File: config.mk
export PLATFORM = sky130hd
export DESIGN_NAME = reduce_seq
export DESIGN_NICKNAME = d
export VERILOG_FILES = /design/src/rtl/reduce_pkg.sv /design/src/rtl/mod_fold.sv /design/src/rtl/reduce_seq.sv
export SDC_FILE = /design/constraint.sdc
export NUM_CORES = 2
export LEC_CHECK = 0
export CORE_ASPECT_RATIO = 1.75
export CORE_MARGIN = 2
export CORE_UTILIZATION = 65
export DETAILED_ROUTE_END_ITERATION = 10
export DONT_BUFFER_PORTS = 1
export HOLD_SLACK_MARGIN = 0.05
export PLACE_DENSITY_LB_ADDON = 0.1
export SYNTH_ARGS = -nofsm -noshare
export SYNTH_HDL_FRONTEND = slang
export SYNTH_SLANG_ARGS = --single-unit
File: constraint.sdc
create_clock -name clk -period 9.09 [get_ports clk]
set_input_delay 2.2725 -clock clk [delete_from_list [all_inputs] [get_ports clk]]
set_output_delay 2.2725 -clock clk [all_outputs]
set_load 0.02 [all_outputs]
File: src/rtl/reduce_pkg.sv
// reduce_pkg: shared defaults, modulus constant and FSM state type for reduce_seq
package reduce_pkg;
    localparam int N_DEF = 255;
    localparam int C_DEF = 19;
    localparam int CW_DEF = 5;
    localparam logic [N_DEF-1:0] P = '0 - N_DEF'(C_DEF);
    typedef enum logic [2:0] {IDLE, FOLD1, FOLD2, SUB, DONE} reduce_state_t;
endpackage

File: src/rtl/mod_fold.sv
// mod_fold: one pseudo-Mersenne fold step, sum = hi*C + lo
module mod_fold #(
    parameter int N = 255,
    parameter int C = 19,
    parameter int CW = 5,
    parameter int HW = 255,
    localparam int OW = ((N > HW + CW) ? N : HW + CW) + 1
) (
    input  logic [HW-1:0] hi,
    input  logic [N-1:0]  lo,
    output logic [OW-1:0] sum
);
    assign sum = OW'(hi) * OW'(C) + OW'(lo);
endmodule

File: src/rtl/reduce_seq.sv
// reduce_seq: sequential r = n mod (2^N - C) with valid/ready on both sides
module reduce_seq import reduce_pkg::*; #(
    parameter int N = N_DEF,
    parameter int C = C_DEF,
    parameter int CW = CW_DEF
) (
    input  logic         clk,
    input  logic         rst,
    input  logic         in_valid,
    output logic         in_ready,
    input  logic [2*N-1:0] n,
    output logic         out_valid,
    input  logic         out_ready,
    output logic [N-1:0] r
);
    localparam logic [N-1:0] PM = '0 - N'(C);
    localparam logic [N:0] LIM = ((N+1)'(1) << N) - (N+1)'(2 * C);
    localparam logic [N:0] TH = (N+1)'(1) << (2 * CW + 1);
    if (C < 1 || C >= (1 << CW) || TH >= LIM) begin : g_bad
        $error("reduce_seq: unsupported N/C/CW combination");
    end
    reduce_state_t state, state_n;
    logic [2*N-1:0] acc;
    logic [N+CW:0] s1;
    logic [N:0] s2;
    logic ge;
    mod_fold #(.N(N), .C(C), .CW(CW), .HW(N)) u_fold1 (.hi(acc[2*N-1:N]), .lo(acc[N-1:0]), .sum(s1));
    mod_fold #(.N(N), .C(C), .CW(CW), .HW(CW+1)) u_fold2 (.hi(acc[N+CW:N]), .lo(acc[N-1:0]), .sum(s2));
    assign in_ready = state == IDLE || (state == DONE && out_ready);
    assign out_valid = state == DONE;
    assign ge = acc[N:0] >= {1'b0, PM};
    always_comb begin
        state_n = state;
        case (state)
            IDLE:    state_n = in_valid ? FOLD1 : IDLE;
            FOLD1:   state_n = FOLD2;
            FOLD2:   state_n = SUB;
            SUB:     state_n = DONE;
            DONE:    state_n = out_ready ? (in_valid ? FOLD1 : IDLE) : DONE;
            default: state_n = IDLE;
        endcase
    end
    always_ff @(posedge clk) begin
        if (rst) state <= IDLE;
        else state <= state_n;
    end
    // After FOLD2 the value is below 2p, so one subtract fully reduces it
    always_ff @(posedge clk) begin
        if (rst) begin
            acc <= '0;
            r <= '0;
        end else if (in_valid && in_ready) acc <= n;
        else if (state == FOLD1) acc <= (2*N)'(s1);
        else if (state == FOLD2) acc <= (2*N)'(s2);
        else if (state == SUB) r <= ge ? N'(acc[N:0] - {1'b0, PM}) : acc[N-1:0];
    end
endmodule

==> reports/qor.csv, run 1 <==
metric,value,unit
status,aborted with a tool error,
Failed at,global routing,
tool error,[ERROR GRT-0116] Global routing finished with congestion. Check the congestion regions in the DRC Viewer.,
Total Routing Usage GR,0.803,
Mapped Area,80400,um2
yosys warns,0,
Netlist cell types,91,
FP Rows,170,
post-synthesis adder-cell area fraction,0.209,
Synth Area in Compound Gates,0.209,
Synth async-reset ratio,0,
GR Overflow Total,1521,
Post-CTS Setup Bufs,0,
"area leader, netlist",dfxtp_1,
vias in the first global route,101000,
H-tree levels,3,
CTS root buffer,clkbuf_16,
Die W,270,um
routability cong.,1.40,
Top Ports,771,
largest net degree at the start of global routing,719,
Syn Area/Cell,7.23,um2
first-pass GRT wire length,763,mm
Synth area leaders,"dfxtp_1 (19%), fa_1 (13%), inv_1 (8.7%), ha_1 (8.3%), nor2_1 (5.9%)",
Resized cells post-CTS,0,
Main synth FF type,dfxtp_1,
largest family of logic cells by synthesized area,simple AND/OR/NAND/NOR gates,
CTS Buffer Depth,3,
Syn Nets,12700,
Post-DP HPWL,367,mm
Cells after Synth,11100,
PortBufs,0,
die extent in y,469,um
hold bufs inserted after CTS,0,
Seq cells post-synth,768,
xor and xnor area share after synthesis,0.0636,
"Seq/Total Area, Yosys",0.191,
placed cell area,81500,um2
starting density of the core,0.655,
simple-gate share of the synthesized area,0.212,
Sink Count,768,
TritonCTS Buffers,78,
multiplexer share of the synthesized area,0.00163,
top cell type's share of synthesized area,0.191,
"EDFF count, synth",0,
-- layer usage --
metal,overflow,track usage
met4,550,0.865
met1,16,0.774
met5,7,0.293
met3,29,0.627
met2,919,0.991
-- cells by family after synthesis --
family | after synthesis
flip-flops | 768
AO/OA/AOI/OAI | 2631
AND/OR/NAND/NOR | 3650
multiplexers | 13
adder cells (fa/ha/maj) | 1039
buffers and inverters | 2443
XOR/XNOR | 584
-- stage by stage --
step           setup WS (ps)  hold WS [ps]  cells
2_1_floorplan           3450           469  11100
3_3_place_gp             938           492  12300
3_5_place_dp             885           501  12300
4_1_cts                  886           510  12400
-- cell usage after synthesis (36+ instances only) --
library cell  count
a2111oi_0        70
a211oi_1        296
a21o_1          105
a21oi_1         728
a22oi_1         254
a311oi_1         98
a31oi_1          63
and3_1           61
and4_1           42
clkbuf_1        547
dfxtp_1         768
fa_1            506
ha_1            533
inv_1          1857
nand2_1         902
nand3_1         249
nand4_1         311
nor2_1         1272
nor3_1          294
nor4_1          167
o21a_1           49
o21ai_0         589
o21bai_1         97
o22ai_1          52
or2_2            36
or3_1           126
or4_1            41
xnor2_1         490
xor2_1           94
==> run 2: changes to the inputs <==
--- a/config.mk
+++ b/config.mk
@@ -5,13 +5,11 @@
 export SDC_FILE = /design/constraint.sdc
 export NUM_CORES = 2
 export LEC_CHECK = 0
-export CORE_ASPECT_RATIO = 1.75
 export CORE_MARGIN = 2
-export CORE_UTILIZATION = 65
+export CORE_UTILIZATION = 40
 export DETAILED_ROUTE_END_ITERATION = 10
 export DONT_BUFFER_PORTS = 1
-export HOLD_SLACK_MARGIN = 0.05
-export PLACE_DENSITY_LB_ADDON = 0.1
+export PLACE_DENSITY_LB_ADDON = 0.15
 export SYNTH_ARGS = -nofsm -noshare
 export SYNTH_HDL_FRONTEND = slang
 export SYNTH_SLANG_ARGS = --single-unit
==> reports/qor.csv, run 2 <==
metric,value,unit
Total Routing Usage GR,0.481,
crit share post-route,0.910,
Critical-path top delay cell,nor2_1,
leading registers by flop count,"acc x510, r x255, state x3",
clock slew at reported path FFs,70,ps
leakage power,33.8,nW
antenna violations before repair,118,
Comb pwr share,0.677,
TritonCTS Buffers,99,
"commonest non-fill, non-tap cells in the layout","inv_1 (1856), nor2_1 (1267), nand2_1 (899)",
hold bufs inserted after CTS,0,
f_max,0.121,GHz
Seq cells post-synth,768,
"count leader, synth",inv_1,
setup_tns,0,ps
Seq pwr share,0.181,
Final ANT Viol Nets,0,
DR pass1 iterations,6,
layout cell share with drive strength beyond 1,0.0458,
starting density of the core,0.402,
Post-DP HPWL,423,mm
total power after layout,31.9,mW
Max Cap Violations,5,
Starting DRT DRC Count,13100,
Routed WL,510,mm
"commonest non-fill, non-tap cell in the layout",inv_1,
Largest register FFs,510,
Final Hold Fails,0,
Netlist cell types,91,
Cells after Synth,11100,
Core Region,200000,um2
Final Worst Setup Slack,816,ps
Power per Cell Area,366,nW/um2
nature of the critical path endpoint,register,
status,"finished, violations left",
maximum vdd drop,0.352,mV
Syn Area/Cell,7.23,um2
Vias/cell,6.49,
CP cell instances,"inv_1, fa_1, inv_1, ha_1, inv_1, fa_1, inv_1, ha_1, nand4_1, nor4_1, nand3_1, a211oi_1, nor2_1, o21ai_0, buf_4, a41oi_1, nor2_1, a21o_1, a31oi_1, o21ai_0, buf_4, xnor2_1, a2111oi_0",
Die W,452,um
die extent in y,452,um
clk_lat worst skew,840,ps
Post-CTS Setup Bufs,0,
GR Overflow Total,0,
H-tree levels,3,
Most Frequent Cell on Critical Path,inv_1,
WS Path Type,reg2reg,
first-pass GRT wire length,686,mm
Synth async-reset ratio,0,
minimum clock period,8270,ps
RSZ-0062 raised after global routing,false,
Fill cells,21000,
FP Rows,164,
Nets,12400,
switching portion of total power,0.593,
PortBufs,0,
violated checks,"capacitance limit, slew limit",
post-DR wirelength/cell,37.3,um
worst path arrival time,8950,ps
"EDFF count, synth",0,
Syn Nets,12700,
worst min path class,reg2reg,
Main synth FF type,dfxtp_1,
Worst Max-Slew Pin Slew,1700,ps
sw power,18.9,mW
Sink Count,768,
critical path's largest stage delay,950,ps
die area,205000,um2
WP data required,9760,ps
CTS Buffer Depth,3,
Slew headroom,-0.142,
Via Count,88800,
DRC errors left,0,
Fin Clk Skew,55.4,ps
Post-Place Cells,13400,
Final Slew Violations,154,
"Seq/Total Area, Yosys",0.191,
yosys warns,0,
Place WS,1310,ps
Internal,13.0,mW
final setup violation count,0,
Non-Filler Instances,13700,
"area leader, netlist",dfxtp_1,
Top Ports,771,
part of the power in the clock network,0.142,
commonest cells in the netlist,"inv_1 (1857), nor2_1 (1272), nand2_1 (902), dfxtp_1 (768), a21oi_1 (728)",
vias in the first global route,83300,
Synth area leaders,"dfxtp_1 (19%), fa_1 (13%), inv_1 (8.7%), ha_1 (8.3%), nor2_1 (5.9%)",
Area Growth Syn to Fin,8.44,%
crit path max fanout,6,
routability cong.,1.12,
Biggest register,acc,
TritonCTS clock tree,done,
largest net degree at the start of global routing,719,
launching element type of the critical path,register,
Mapped Area,80400,um2
CTS root buffer,clkbuf_16,
top cell type's share of synthesized area,0.191,
Resized cells post-CTS,0,
[run 2: cell counts after synthesis]
No cell type changed its count.
[run 2: metal layers]
metal | routed length, um | global-route usage | vias up | share of wire
met4 | 47300 | 0.363 | 42 | 0.093
li1 | - | - | 37400 | -
met3 | 58100 | 0.141 | 1550 | 0.11
met2 | 206000 | 0.684 | 6278 | 0.40
met1 | 198000 | 0.612 | 43500 | 0.39
met5 | 675 | 0 | - | 0.0013
[run 2: final timing paths]
| kind | from | end | slack (ps) | cells after the start |
|---|---|---|---|---|
| min reg2reg | acc[1]$_SDFFE_PP0P_ | acc[1]$_SDFFE_PP0P_ | 530 | 2 |
| min | acc[1]$_SDFFE_PP0P_ | acc[1]$_SDFFE_PP0P_ | 530 | 2 |
| max reg2reg | acc[23]$_SDFFE_PP0P_ | acc[218]$_SDFFE_PP0P_ | 820 | 23 |
| max | acc[23]$_SDFFE_PP0P_ | acc[218]$_SDFFE_PP0P_ | 820 | 23 |
[run 2: cell families (layout without fill, tap and decap cells)]
| logic type | after synthesis | after routing | synth area share |
|---|---|---|---|
| AND/OR/NAND/NOR | 3650 | 3650 | 0.212 |
| AO/OA/AOI/OAI | 2631 | 2631 | 0.209 |
| buffers and inverters | 2443 | 2247 | 0.114 |
| adder cells (fa/ha/maj) | 1039 | 1039 | 0.209 |
| flip-flops | 768 | 768 | 0.191 |
| XOR/XNOR | 584 | 584 | 0.0636 |
| multiplexers | 13 | 13 | 0.00163 |
| other | 0 | 84 | 0 |
[run 2: cell type report]
type | instances | area (um2) | share of cell area
inverter | 1865 | 7000 | 0.0803
tap | 2656 | 3320 | 0.0381
multi-input combinational | 7917 | 56200 | 0.644
sequential | 768 | 15400 | 0.176
antenna | 84 | 210 | 0.00241
clock inverter | 59 | 777 | 0.00891
timing repair buffer | 197 | 1560 | 0.0179
clock buffer | 126 | 2800 | 0.0321
[run 2: critical path: cells and delay by family (launching register included)]
family | cells | cell delay [ps]
compound gates | 7 | 2860
simple gates | 5 | 2020
fa+ha+maj | 4 | 1740
buf+inv | 6 | 830
flops | 1 | 570
xor+xnor | 1 | 100
[run 2: per-stage QoR]
stage / hold slack (ps) / util / instance area [um2]
floorplan: 469 / - / 80400
detailed placement: 513 / 0.417 / 83400
global route: 533 / 0.436 / 87200
global placement: 506 / 0.417 / 83400
finish: 529 / 0.436 / 87200
CTS: 522 / 0.435 / 87000
[run 2: power by group through the flow]
stage	Combinational (mW)	Clock [mW]	Sequential, mW
final	21.6	4.52	5.78
after global routing	23.1	4.62	5.80
after CTS	20.8	4.52	5.69
after detailed placement	20.6	0	5.76
after global placement	20.4	0	5.74
after floorplan	13.5	0	5.02
Note: power is estimated with default switching activity, not from simulation.
